<file path="config.mk">
export PLATFORM = sky130hd
export DESIGN_NAME = zip_add_n
export DESIGN_NICKNAME = d
export VERILOG_FILES = /design/src/rtl/zip_add_n.sv
export SDC_FILE = /design/constraint.sdc
export NUM_CORES = 1
export LEC_CHECK = 0
export ABC_CLOCK_PERIOD_IN_PS = 6100
export BUFFER_PORTS_ARGS = -buffer_cell sky130_fd_sc_hd__buf_2
export CAP_MARGIN = 30
export CORE_MARGIN = 2
export CORE_UTILIZATION = 40
export DETAILED_ROUTE_END_ITERATION = 16
export PLACE_DENSITY = 0.64
export SLEW_MARGIN = 5
export SYNTH_ARGS = -nofsm -noshare
export SYNTH_HDL_FRONTEND = slang
export SYNTH_SLANG_ARGS = --single-unit
</file>
<file path="constraint.sdc">
create_clock -name clk -period 6.1 [get_ports clk]
set_input_delay 1.83 -clock clk [delete_from_list [all_inputs] [get_ports clk]]
set_output_delay 1.83 -clock clk [all_outputs]
set_load 0.01 [all_outputs]
</file>
<file path="src/rtl/zip_add_n.sv">
// N-channel stream zip-and-add: per-channel elastic FIFOs joined into one output
// register that carries the sum of one token per channel, with wrap or saturate.
module zip_add_n #(
  parameter int WIDTH = 8,
  parameter int CH    = 2,
  parameter int DEPTH = 2,
  parameter int SAT   = 0
) (
  input  logic                clk,
  input  logic                nrst,
  input  logic [CH*WIDTH-1:0] in_data,
  input  logic [CH-1:0]       in_valid,
  output logic [CH-1:0]       in_ready,
  output logic [WIDTH-1:0]    out_data,
  output logic                out_overflow,
  output logic                out_valid,
  input  logic                out_ready
);

  localparam int PW = (DEPTH > 1) ? $clog2(DEPTH) : 1;
  localparam int CW = $clog2(DEPTH + 1);
  localparam int SW = WIDTH + $clog2(CH);
  localparam logic [CW-1:0] DEPTH_C  = CW'(DEPTH);
  localparam logic [PW-1:0] LAST_PTR = PW'(DEPTH - 1);

  logic [CH*WIDTH-1:0] w_heads;
  logic [CH-1:0]       w_nonempty;
  logic                w_fire;
  logic [SW-1:0]       w_sum;
  logic                w_ovf;
  logic [WIDTH-1:0]    w_res;

  logic [WIDTH-1:0]    r_out_data;
  logic                r_out_ovf;
  logic                r_out_valid;

  assign w_fire = (&w_nonempty) & (~r_out_valid | out_ready);

  for (genvar gi = 0; gi < CH; gi++) begin : g_ch
    logic [WIDTH-1:0] r_mem [DEPTH];
    logic [PW-1:0]    r_wptr;
    logic [PW-1:0]    r_rptr;
    logic [CW-1:0]    r_cnt;
    logic             w_wr;

    // Ready depends only on this channel's registered count, never on the join.
    assign in_ready[gi]   = (r_cnt < DEPTH_C) & nrst;
    assign w_wr           = in_valid[gi] & in_ready[gi];
    assign w_nonempty[gi] = (r_cnt != '0);
    assign w_heads[gi*WIDTH +: WIDTH] = r_mem[r_rptr];

    always_ff @(posedge clk) begin
      if (w_wr) r_mem[r_wptr] <= in_data[gi*WIDTH +: WIDTH];
    end

    always_ff @(posedge clk or negedge nrst) begin
      if (!nrst) begin
        r_wptr <= '0;
        r_rptr <= '0;
        r_cnt  <= '0;
      end else begin
        if (w_wr)   r_wptr <= (r_wptr == LAST_PTR) ? '0 : r_wptr + 1'b1;
        if (w_fire) r_rptr <= (r_rptr == LAST_PTR) ? '0 : r_rptr + 1'b1;
        if (w_wr && !w_fire)      r_cnt <= r_cnt + 1'b1;
        else if (!w_wr && w_fire) r_cnt <= r_cnt - 1'b1;
      end
    end
  end

  always_comb begin
    w_sum = '0;
    for (int i = 0; i < CH; i++) begin
      w_sum = w_sum + SW'(w_heads[i*WIDTH +: WIDTH]);
    end
  end

  assign w_ovf = |w_sum[SW-1:WIDTH];
  assign w_res = ((SAT != 0) && w_ovf) ? '1 : w_sum[WIDTH-1:0];

  // Data and flag hold while stalled; only the valid bit drains on out_ready.
  always_ff @(posedge clk or negedge nrst) begin
    if (!nrst) begin
      r_out_data  <= '0;
      r_out_ovf   <= 1'b0;
      r_out_valid <= 1'b0;
    end else if (w_fire) begin
      r_out_data  <= w_res;
      r_out_ovf   <= w_ovf;
      r_out_valid <= 1'b1;
    end else if (out_ready) begin
      r_out_valid <= 1'b0;
    end
  end

  assign out_data     = r_out_data;
  assign out_overflow = r_out_ovf;
  assign out_valid    = r_out_valid;

endmodule

</file>
== Yosys cells after proc, flatten, opt, wreduce, memory -nomap -nowiden ==
Memory sizes are Yosys's and may differ from the RTL's.
Index checks and enable logic that the tools add are counted.
Operators by class
  add/subtract/negate cells: 9
  order comparisons: 2
  multiplexer cells: 14
  bitwise operators: 7
  reduce and logical (&&, ||, !) cells: 13
Operator list (count)
  two-way mux 1 bit: 10
  nonzero test 2 bit: 5
  adder 8 x 8 -> 9 bit: 1
  two-way mux 2 bit: 4
  AND 1 bit: 5
  adder 1 bit (second input constant): 4
  adder 2 x 1 -> 2 bit (second input constant): 2
  logical AND 1 bit: 4
  less-than comparator 2 bit (second input constant): 2
  subtractor 2 x 1 -> 2 bit (second input constant): 2
  zero test 1 bit: 3
  AND reduction 2 bit: 1
  NOT 1 bit: 1
  OR 1 bit: 1
Word-level totals
  bits in registers: 18
  RAM bits: 32
  input port bits: 21
  output and inout port bits: 12
  word-level logic and storage cells: 56
  memories kept: 2
Memories
  g_ch[0].r_mem: depth 2, width 8, read ports 1, clocked after Yosys merged registers in 0, write ports 1, RTL line 40  | logic [WIDTH-1:0] r_mem [DEPTH];
  g_ch[1].r_mem: depth 2, width 8, read ports 1, clocked after Yosys merged registers in 0, write ports 1, RTL line 40

== Logic depth before layout (Yosys ltp) ==
  word-level depth: 7
  mapped depth: 10
  depth with buffers taken out: 9

== Worst setup path before layout ==
No wires, ideal clock.
  path kind: input-to-output
  start point: in nrst
  end point: out in_ready[0]
  data arrival time: 2.081 ns
  data required time: 4.270 ns
  path slack: 2.189 ns
  stages on the path: 1
  buffers on the path: 0
  cells stage by stage: nor2b_1
Between the ends
  cells in the longest elaborated chain, start to end: 1
Ends and longest elaborated chain
  from (decl): RTL line 10  | input logic nrst,
  AND 1 bit: RTL line 47  | assign in_ready[gi] = (r_cnt < DEPTH_C) & nrst;
  to (decl): RTL line 13  | output logic [CH-1:0] in_ready,
Every way passes these cells.

== Worst setup path after layout ==
Same ends and word-level chain as after synthesis.

==> flow_summary_export.csv <==
group,metric,value,unit
clocking,hold_buffers,0,
yosys,synth.cell_area,2250,µm²
final_layout,drive_gt1_share,32.63,%
sta,rsz0062_at_grt,"no",
final_layout,antenna_cells,0,
yosys,synthCells,154,
routing,routed_via_density,4.702,
floorplan,die_x,79.00,µm
clocking,htreeDepth,2,
global_routing,grt_pass1_wl,5478,µm
routing,ant_nets,0,
global_routing,antenna_found_initial,0,
power,p_clk_share,16.0,%
yosys,synth_largest_area_cell,"edfxtp_1",
critical_path,path_class,"primary input to output pin",
yosys,ys_ff_latch,50,
routing,post_drt_wl_per_cell,13.28,µm
yosys,netlist_top_cells_area,"edfxtp_1 (43%), dfrtp_1 (20%), mux2_2 (7.0%)",
power,pwr-share-seq,42.5,%
critical_path,crit_top_cell,"buf_2",
sta,min_period_over_period,73.14,%
clocking,cts_tree,"done",
sta,fin_setup_tns,0,ns
sta,drv_slew,0,
power,power_density,475.6,nW/µm²
run_status,status,"completed",
critical_path,arrival,2.63,ns
critical_path,end_kind,"output pin",
sta,fmax,224.1,MHz
floorplan,num_rows,27,
routing,num_vias,1232,
clocking,root_buffer,"clkbuf_8",
placed_design,placedCellCount,254,
global_routing,track_usage,12.03,%
final_layout,multiInputGateArea,783.3,µm²
power,p_sw,0.0004198,W
sta,fin_worst_skew,0.006628,ns
critical_path,crit_slowest_cell,"buf_2",
final_layout,utilization,46.75,%
clocking,clkTransAtPathRegs,0.08,ns
run,drv_cap,0,
power,p_leak,1.060,nW
yosys,yosysWarnings,0,
power,p_sw_share,34.50,%
yosys,synth_cell_types,32,
power,power.internal,0.0007970,W
placed_design,gp_congestion,0.7634,
global_routing,grt_overflow,0,
routing,drtIter0Drc,67,
yosys,synth_fp_nets,186,
sta,worstMarginPinSlew,0.8944,ns
routing,drc,0,
clocking,postCtsSetupBuffers,0,
hold_path,hold_class,"register to register",
power,vdd_drop_max,0.2528,mV
placed_design,port_buffers,32,
sta,timing_hold_violations_final,0,
critical_path,path_cells,"buf_2, nor2b_1, buf_2",
power,power.combinational.fraction,41.6,%
critical_path,crit_required,4.27,ns
sta,setup_violations,0,
yosys,synth_area_per_cell,14.61,µm²
yosys,ys_seq_area_share,62.74,%
critical_path,critPathLaunchType,"primary input",
critical_path,cp_slowest_stage_delay,0.37,ns
critical_path,path_max_fanout,20,
final_layout,area_growth,13.74,%
floorplan,die-height,79.00,µm
final_layout,regArea,1411,µm²
floorplan,pin_count,33,
floorplan,start_util,41.11,%
sta,period_minus_slack,4.461,ns
yosys,synth_top_area_share,42.71,%
floorplan,die_area,6240,µm²
sta,relSlewSlack,40.37,%
routing,wl,3480,µm
clocking,ctsResizeCount,0,
clocking,numCtsBuffers,5,
final_layout,layout.cells.non_filler,262,
floorplan,core_area,5473,µm²
final_layout,fin_nets,221,
routing,first_pass_iters,4,
global_routing,grt_max_degree,21,
global_routing,grt_pass1_vias,1198,
clocking,clkLatencyLatePin,0.30,ns
clocking,clock_sinks,50,
placed_design,place_hpwl,2505,µm
clocking,cts_max_path_buffers,2,
final_layout,fillCellCount,534,
power,total_power,0.001217,W
## flip-flops by register name, summed over array words and instances (netlist names)
| name | cells |
|---|---|
| g_ch.r_mem | 32 |
| g_ch.r_rptr | 2 |
| out_valid | 1 |
| out_data | 8 |
| g_ch.r_cnt | 4 |
| out_overflow | 1 |
| g_ch.r_wptr | 2 |
## metal layers
layer  GRT usage, %  up-vias  wire, µm
met3          4.318        6       169
met2          19.07       25      1630
met4          4.655        0        54
met5              0        -         0
met1          15.08      581      1625
li1               -      620         -
## cell type report
type / count / area share [%]
clock inverters: 1 / 0.1956
well taps: 72 / 3.521
flip-flops and latches: 50 / 55.16
inverters: 6 / 0.8802
clock buffers: 7 / 3.374
repair buffers: 32 / 6.259
multi-input cells: 94 / 30.61
## critical path, delay by kind of cell
kind                   cells  cell delay (ns)
AND/OR/NAND/NOR            1             0.26
buffers and inverters      2             0.54
## stage by stage
stage / hold slack [ns] / worst slack (ns) / cell area [µm²]
6_report: 0.4784 / 1.639 / 2559
5_1_grt: 0.5076 / 1.512 / 2559
4_1_cts: 0.4855 / 1.592 / 2559
3_5_place_dp: 0.4669 / 1.600 / 2467
3_3_place_gp: 0.4609 / 1.633 / 2467
2_1_floorplan: 0.4604 / 2.189 / 2250
## path summary, 6_finish.rpt
kind,depth (start not counted),start,end,slack (ns)
setup / recovery,3,nrst,in_ready[0],1.64
hold / removal,2,out_data[7]$_DFFE_PN0P_,out_data[7]$_DFFE_PN0P_,0.48
setup reg to reg,9,g_ch[0].r_rptr$_DFFE_PN0P_,out_data[6]$_DFFE_PN0P_,3.63
hold reg to reg,2,out_data[7]$_DFFE_PN0P_,out_data[7]$_DFFE_PN0P_,0.48
max in group asynchronous,1,nrst,g_ch[0].r_wptr$_DFFE_PN0P_,4.33
min in group asynchronous,1,nrst,out_data[5]$_DFFE_PN0P_,1.46
## cells in the mapped netlist, drive strengths merged
library cell  count
a211oi            2
a21boi            1
a21o              1
a21oi             5
and3              2
buf               4
dfrtp            18
edfxtp           32
fa                1
ha               10
inv               6
mux2             16
mux2i             2
nand2             9
nand2b            3
nor2              8
nor2b             4
nor3              1
o211ai            1
o21a              1
o21ai            10
o22ai             1
o31ai             2
xnor2             6
xor2              8
## logic make-up (layout without fill, tap and decap cells)
logic type,count (synthesis),in the layout,synth area share (%)
flip-flops,50,50,62.74
AND/OR/NAND/NOR,27,27,5.895
AO/OA/AOI/OAI,24,24,7.120
multiplexers,18,18,9.233
XOR/XNOR,14,14,6.118
adder cells (fa/ha/maj),11,11,6.452
buffers and inverters,10,46,2.447
## power groups by stage
stage | logic, W | clock network (W) | registers [W]
after floorplan | 0.000429 | 0 | 0.000508
after global placement | 0.000507 | 0 | 0.000526
after detailed placement | 0.000514 | 0 | 0.000526
after CTS | 0.000516 | 0.000199 | 0.000520
after global routing | 0.000569 | 0.000212 | 0.000528
final | 0.000506 | 0.000194 | 0.000517
## cell usage in the layout, fill, tap and decap left out, types with 8 or more instances in the layout
master and instances:
buf_2 32, nand2_1 9, mux2_2 14, edfxtp_1 32, dfrtp_1 18, o21ai_1 8, xor2_1 8, nor2_1 8
ha_1 10
Power figures use the tool's default switching activity.
